### config.mk
export PLATFORM = sky130hd
export DESIGN_NAME = alu_issue_ctrl
export DESIGN_NICKNAME = d
export VERILOG_FILES = /design/src/rtl/alu_issue_ctrl.sv
export SDC_FILE = /design/constraint.sdc
export NUM_CORES = 1
export LEC_CHECK = 0
export CAP_MARGIN = 20
export CORE_ASPECT_RATIO = 0.8
export CORE_MARGIN = 4
export CORE_UTILIZATION = 29
export DETAILED_ROUTE_END_ITERATION = 10
export GPL_TIMING_DRIVEN = 1
export PLACE_DENSITY_LB_ADDON = 0.25
export SLEW_MARGIN = 20
export SYNTH_ARGS = -nofsm -noshare
export SYNTH_HDL_FRONTEND = slang
export SYNTH_SLANG_ARGS = --single-unit
### constraint.sdc
create_clock -name clock -period 5.8 [get_ports clock]
set_input_delay 1.16 -clock clock [delete_from_list [all_inputs] [get_ports clock]]
set_output_delay 1.16 -clock clock [all_outputs]
set_load 0.005 [all_outputs]
### src/rtl/alu_issue_ctrl.sv
// Issue/response front-end for the registered ALU: one operation in flight at a time.
// Optional zero-flag consistency check is compiled in when ALU_ZCHECK_EN is defined.
module alu_issue_ctrl #(
  parameter int unsigned DATA_WIDTH  = 16,
  parameter int unsigned OP_WIDTH    = 2,
  parameter int unsigned ALU_LATENCY = 1
) (
  input  logic                  clock,
  input  logic                  reset_n,
  input  logic                  req_valid,
  output logic                  req_ready,
  input  logic [DATA_WIDTH-1:0] req_in1,
  input  logic [DATA_WIDTH-1:0] req_in2,
  input  logic [OP_WIDTH-1:0]   req_op,
  output logic                  rsp_valid,
  input  logic                  rsp_ready,
  output logic [DATA_WIDTH-1:0] rsp_out,
  output logic                  rsp_z,
  output logic [DATA_WIDTH-1:0] alu_in1,
  output logic [DATA_WIDTH-1:0] alu_in2,
  output logic [OP_WIDTH-1:0]   alu_op,
  input  logic [DATA_WIDTH-1:0] alu_out,
  input  logic                  alu_z,
  output logic                  busy,
  output logic [15:0]           op_count,
  output logic                  z_err
);

  localparam logic [1:0] StIdle  = 2'd0;
  localparam logic [1:0] StIssue = 2'd1;
  localparam logic [1:0] StWait  = 2'd2;
  localparam logic [1:0] StResp  = 2'd3;

  localparam logic [3:0] LatCnt = ALU_LATENCY[3:0];

  logic [1:0]            state_q, state_d;
  logic [3:0]            cnt_q, cnt_d;
  logic [DATA_WIDTH-1:0] in1_q, in1_d;
  logic [DATA_WIDTH-1:0] in2_q, in2_d;
  logic [OP_WIDTH-1:0]   op_q, op_d;
  logic [DATA_WIDTH-1:0] out_q, out_d;
  logic                  z_q, z_d;
  logic [15:0]           count_q, count_d;
  logic                  cap_en;

  always_comb begin
    state_d = state_q;
    cnt_d   = cnt_q;
    in1_d   = in1_q;
    in2_d   = in2_q;
    op_d    = op_q;
    count_d = count_q;
    cap_en  = 1'b0;
    unique case (state_q)
      StIdle: begin
        if (req_valid) begin
          in1_d   = req_in1;
          in2_d   = req_in2;
          op_d    = req_op;
          state_d = StIssue;
        end
      end
      StIssue: begin
        cnt_d = 4'd0;
        if (ALU_LATENCY == 0) begin
          cap_en  = 1'b1;
          state_d = StResp;
        end else begin
          state_d = StWait;
        end
      end
      StWait: begin
        cnt_d = cnt_q + 4'd1;
        // Capture on the edge where the incremented count hits the ALU latency.
        if (cnt_d == LatCnt) begin
          cap_en  = 1'b1;
          state_d = StResp;
        end
      end
      StResp: begin
        if (rsp_ready) begin
          count_d = count_q + 16'd1;
          state_d = StIdle;
        end
      end
      default: state_d = StIdle;
    endcase
  end

  always_comb begin
    out_d = out_q;
    z_d   = z_q;
    if (cap_en) begin
      out_d = alu_out;
      z_d   = alu_z;
    end
  end

  always_ff @(posedge clock or negedge reset_n) begin
    if (!reset_n) begin
      state_q <= StIdle;
      cnt_q   <= 4'd0;
      in1_q   <= '0;
      in2_q   <= '0;
      op_q    <= '0;
      out_q   <= '0;
      z_q     <= 1'b0;
      count_q <= 16'd0;
    end else begin
      state_q <= state_d;
      cnt_q   <= cnt_d;
      in1_q   <= in1_d;
      in2_q   <= in2_d;
      op_q    <= op_d;
      out_q   <= out_d;
      z_q     <= z_d;
      count_q <= count_d;
    end
  end

`ifdef ALU_ZCHECK_EN
  logic z_err_q, z_err_d;

  // Flag an ALU whose zero flag disagrees with its own result; sticky until reset.
  always_comb begin
    z_err_d = z_err_q;
    if (cap_en && (alu_z != (alu_out == '0))) begin
      z_err_d = 1'b1;
    end
  end

  always_ff @(posedge clock or negedge reset_n) begin
    if (!reset_n) begin
      z_err_q <= 1'b0;
    end else begin
      z_err_q <= z_err_d;
    end
  end

  assign z_err = z_err_q;
`else
  assign z_err = 1'b0;
`endif

  assign req_ready = (state_q == StIdle);
  assign rsp_valid = (state_q == StResp);
  assign busy      = (state_q != StIdle);
  assign rsp_out   = out_q;
  assign rsp_z     = z_q;
  assign alu_in1   = in1_q;
  assign alu_in2   = in2_q;
  assign alu_op    = op_q;
  assign op_count  = count_q;

`ifndef SYNTHESIS
  rsp_hold_a: assert property (@(posedge clock) disable iff (!reset_n)
    (rsp_valid && !rsp_ready) |=> (rsp_valid && $stable(rsp_out) && $stable(rsp_z)));
  one_hot_a: assert property (@(posedge clock) disable iff (!reset_n)
    !(req_ready && rsp_valid));
`endif

endmodule

==> flow_summary.toml, run 1 <==
[detailed_routing]
drtIter0Drc = 73
vias_per_cell = 4.359
wl_mm = 7.037
drt-pass1-iter-count = 4
drtAntennaViolNets = 0
drc = 0
vias = 2123
wire_per_inst_um = 14.45

[floorplanning]
die-height_um = 100.2
start_util_pct = 29.88
ioPinCount = 126
die_area_mm2 = 0.01236
core_mm2 = 0.01032
rows = 33
die_w_um = 123.3

[timing]
worst_pin_slew_ns = 0.9353
rsz0062_at_grt = "false"
clock.fmax_mhz = 364.8
finClkSkew_ns = 0.003838
fin_crit_ns = 2.741
hold_violations = 0
max_slew_margin_pct = 37.65
setup_violations = 0
timing.setup.tns_ns = 0
timing.final.max_slew_violations = 0
final.setup.worst_slack_ns = 3.059
fin_crit_sh_pct = 47.26

[clock_tree]
post_cts_resize_count = 0
cts_root_buf = "clkbuf_16"
clock_sinks = 73
cts_max_path_buffers = 2
cts_tree = "built"
ctsHoldBuffers = 0
post_cts_buffers = 0
numCtsBuffers = 9
clock_latency_ns = 0.32
htree_levels = 3
clk_pin_slew_ns = 0.06

[placed_design]
gp_congestion = 0.6843
place_hpwl_mm = 5.006
dp_slack_ns = 3.075
port_buffers = 124

[synthesis]
async_reset_ff_share_pct = 100.0
synthesis.nets = 275
synth_cells = 213
avgSynthCellArea_um2 = 14.48
synth_cell_types = 29
ys_ff_latch = 73
synth-edff-count = 0
synthFlopType = "dfrtp_1"
netlist_area_mm2 = 0.003084
yosys_warnings = 0
yosysSeqAreaShare_pct = 59.23

[global_route]
grt_pass1_wl_mm = 11.30
first_global_vias = 2301
grt_max_degree = 74
track_usage_pct = 11.76
antenna_found_initial = 0
grt_overflow = 0

[final_layout]
fillers = 949
diodes = 0
layout-drive-gt1-share_pct = 21.04
fin_nets = 404
synthToLayoutAreaGrowth_pct = 54.69
fin_util_pct = 46.22

[power_and_ir_drop]
leakagePower_nw = 2.040
cellPowerDensity_mw_per_mm2 = 510.9
power_mw = 2.437
peakVddDrop_uv = 211.4

[flow_run]
maxCapViolCount = 0

[critical_path]
endpoint_kind = "output port"
cp.arrival_ns = 1.58
crit_required_ns = 4.64
timing_worst_setup_path_type = "reg2out"
cp-start-kind = "flip-flop"
path_max_fanout = 4

[outcome]
status = "finished, final reports clean"

[hold_path]
hp-class = "reg2reg"
## metrics by stage
stage | hold WS [ns] | cell area [µm²] | std cells
finish | 0.4793 | 4771 | 487
global placement | 0.4649 | 4459 | 471
CTS | 0.4851 | 4771 | 487
detailed placement | 0.4752 | 4459 | 471
floorplan | 0.4683 | 3084 | 213
global route | 0.4946 | 4771 | 487
## cells in the final DEF, fill, tap and decap left out, types with 2 or more instances in the layout
cell type,netlist,final
mux2_2,43,43
mux2_4,10,10
xor2_1,3,3
nand2b_1,2,2
dfrtp_1,73,73
clkdlybuf4s50_1,0,123
and4_1,4,4
clkbuf_16,0,9
nand4_1,4,4
and3_1,6,6
nand2_1,9,9
bufinv_16,0,2
xnor2_1,12,12
ha_1,7,7
o21ai_0,5,5
clkinv_2,0,3
inv_1,8,8
buf_4,1,2
nand3_1,8,8
## kinds of logic (layout without fill, tap and decap cells)
group,Yosys count,count (layout),synth area share (%)
xor gates and xnor gates,15,15,4.260
muxes,53,53,20.57
adders and majority gates,7,7,2.840
AOI/OAI and AO/OA,11,11,2.880
and+or+nand+nor,38,38,7.627
buffers and inverters,15,149,2.475
other,1,1,0.1216
DFF,73,73,59.23
## path summary, 6_finish.rpt
path | startpoint | end | slack (ns) | cells past startpoint
worst max-delay path | state_q[0] | busy | 3.06 | 4
worst min-delay path | op_count[15] | op_count[15] | 0.48 | 1
worst max register to register | state_q[0] | rsp_out[4] | 3.66 | 6
worst min register to register | op_count[15] | op_count[15] | 0.48 | 1
max in group asynchronous | reset_n | alu_in1[15] | 4.21 | 1
min in group asynchronous | reset_n | op_count[10] | 0.98 | 1
## layer usage
metal	part of all wire, %	wire (µm)	global-route usage, %	vias to the layer above
met5	0	0	0	-
met4	1.0	72	3.745	0
met3	12	827	6.648	10
met2	42	2987	17.00	91
met1	45	3149	14.88	1019
li1	-	-	-	1003
## synth_stat cells, types with 2 or more instances
| library cell | instances | area share [%] |
|---|---|---|
| inv_1 | 8 | 0.97 |
| ha_1 | 7 | 2.8 |
| nand3_1 | 8 | 1.3 |
| and3_1 | 6 | 1.2 |
| nand4_1 | 4 | 0.81 |
| nand2_1 | 9 | 1.1 |
| mux2_4 | 10 | 4.9 |
| and4_1 | 4 | 1.1 |
| clkbuf_1 | 5 | 0.61 |
| xnor2_1 | 12 | 3.4 |
| dfrtp_1 | 73 | 59 |
| mux2_2 | 43 | 16 |
| nand2b_1 | 2 | 0.41 |
| xor2_1 | 3 | 0.85 |
| o21ai_0 | 5 | 0.81 |
## report_power, final
group          leakage, nW  internal (mW)  total [mW]  switching [mW]
Combinational        0.993          0.681        1.02           0.335
Sequential           0.895          0.726       0.845           0.119
Clock                0.152          0.374       0.575           0.201
## layout make-up
| class | count | area [µm²] | share of cell area [%] |
|---|---|---|---|
| timing repair buffer | 125 | 1246 | 26.12 |
| sequential | 73 | 1827 | 38.29 |
| multi-input combinational | 125 | 1181 | 24.76 |
| inverter | 8 | 30.03 | 0.6294 |
| clock buffer | 10 | 229.0 | 4.799 |
| tap | 140 | 175.2 | 3.672 |
| clock inverter | 6 | 82.58 | 1.731 |
## worst max-delay path, cell delays in order (launching register included)
cell and delay (ns):
dfrtp_1 0.37, inv_1 0.09, ha_1 0.24, inv_1 0.07
clkdlybuf4s50_1 0.50
## registers in the layout, indices dropped and copies added (netlist names)
name and flops:
alu_in1 16, alu_op 2, alu_in2 16, rsp_out 16
state_q 2, rsp_z 1, op_count 16, cnt_q 4
(Power assumes the default switching activity.)
==> run 2: changes to the inputs <==
clock period = 2.41 ns   (was 5.8 ns; I/O delays follow)
==> flow_summary.toml, run 2 (synthesis gave the netlist of run 1 again) <==
[detailed_routing]
vias_per_cell = 4.330
drc = 0
wl_mm = 7.254
wire_per_inst_um = 14.86
drt-pass1-iter-count = 4
vias = 2113
drtAntennaViolNets = 0
drtIter0Drc = 90

[power_and_ir_drop]
power.switching_mw = 1.594
power_frac_comb_pct = 41.3
internal_power_mw = 4.336
pwr-share-clk_pct = 24.1
leakagePower_nw = 2.063
p_seq_share_pct = 34.6
cellPowerDensity_mw_per_mm2 = 1232
sw_frac_of_total_pct = 26.88
peakVddDrop_uv = 600.2

[timing]
timing.setup.tns_ns = 0
rsz0062_at_grt = "false"
final.setup.worst_slack_ns = 0.3501
setup_violations = 0
worst_pin_slew_ns = 0.7130
finClkSkew_ns = 0.004093
hold_violations = 0
fin_crit_sh_pct = 85.47
clock.fmax_mhz = 485.5
max_slew_margin_pct = 52.30
fin_crit_ns = 2.060
timing.final.max_slew_violations = 0

[clock_tree]
clock_latency_ns = 0.32
post_cts_resize_count = 0
htree_levels = 3
clk_pin_slew_ns = 0.06
post_cts_buffers = 0
ctsHoldBuffers = 0
cts_root_buf = "clkbuf_16"
cts_max_path_buffers = 2
clock_sinks = 73
cts_tree = "built"
numCtsBuffers = 9

[final_layout]
layout_commonest_cell = "clkdlybuf4s50_1"
synthToLayoutAreaGrowth_pct = 56.07
fin_nets = 405
layout-drive-gt1-share_pct = 21.26
diodes = 0
layout_common_cells = "clkdlybuf4s50_1 (123), dfrtp_1 (73), mux2_2 (43)"
fin_area_mm2 = 0.004813

[floorplanning]
die_w_um = 123.3
start_util_pct = 29.88
die-height_um = 100.2
die_area_mm2 = 0.01236
core_mm2 = 0.01032
ioPinCount = 126
rows = 33

[placed_design]
gp_congestion = 0.7445
dp_slack_ns = 0.2903
port_buffers = 124
place_hpwl_mm = 5.277
placed_cell_area_mm2 = 0.004492

[critical_path]
path_max_fanout = 17
timing_worst_setup_path_type = "reg2reg"
cp_cell_sequence = "inv_1, ha_1, inv_1, nor4_4, a2bb2oi_4, mux2_2"
cpMaxStageDelayCell = "a2bb2oi_4"
path_buf_inv = 2
cp.arrival_ns = 2.27
cp_slowest_stage_delay_ns = 0.59
cp-start-kind = "flip-flop"
endpoint_kind = "flip-flop"
crit_required_ns = 2.62
crit_top_cell = "inv_1"
cpLargestDelayFamily = "compound AO/OA/AOI/OAI gates"

[global_route]
track_usage_pct = 12.03
grt_max_degree = 44
antenna_found_initial = 0
first_global_vias = 2245
grt_pass1_wl_mm = 11.57
grt_overflow = 0

[outcome]
status = "finished, final reports clean"

[flow_run]
maxCapViolCount = 0

[hold_path]
hp-class = "in2async"
[run 2: cell type report]
type | count | area (µm²)
fill | 952 | 5509
sequential | 73 | 1827
timing repair buffer | 126 | 1279
multi-input combinational | 125 | 1181
clock buffer | 11 | 242.7
tap | 140 | 175.2
clock inverter | 5 | 78.83
inverter | 8 | 30.03
[run 2: power by group through the flow]
stage | Sequential [mW] | Combinational (mW) | Clock (mW)
final | 2.05 | 2.45 | 1.43
after global routing | 2.12 | 2.67 | 1.53
after CTS | 2.06 | 2.51 | 1.48
after detailed placement | 2.07 | 2.50 | 0
after global placement | 2.05 | 2.46 | 0
after floorplan | 2.08 | 1.13 | 0
[run 2: metal layers]
| metal | global-route usage, % | vias up | wire [µm] |
|---|---|---|---|
| met4 | 3.319 | 0 | 56 |
| met5 | 0 | - | 0 |
| met2 | 17.50 | 86 | 3171 |
| met1 | 16.04 | 1014 | 3349 |
| met3 | 5.690 | 7 | 676 |
| li1 | - | 1006 | - |
[run 2: through the flow]
| step | total power, mW | hold slack [ns] | utilization (%) | instances |
|---|---|---|---|---|
| floorplan | 3.206 | 0.1864 | - | 213 |
| global placement | 4.506 | 0.4633 | 43.52 | 472 |
| detailed placement | 4.568 | 0.4636 | 43.52 | 472 |
| CTS | 6.046 | 0.1542 | 46.63 | 488 |
| global route | 6.319 | 0.1875 | 46.63 | 488 |
| finish | 5.929 | 0.1439 | 46.63 | 488 |
[run 2: path summary, 6_finish.rpt]
| check | cells past startpoint | slack, ns | endpoint | start |
|---|---|---|---|---|
| min | 1 | 0.14 | op_count[9] | reset_n |
| max | 6 | 0.35 | rsp_out[2] | state_q[0] |
| max reg2reg | 6 | 0.35 | rsp_out[2] | state_q[0] |
| min reg2reg | 1 | 0.47 | op_count[15] | op_count[15] |
| max in group asynchronous | 2 | 1.69 | alu_in1[15] | reset_n |
| min in group clock | 1 | 0.47 | op_count[15] | op_count[15] |
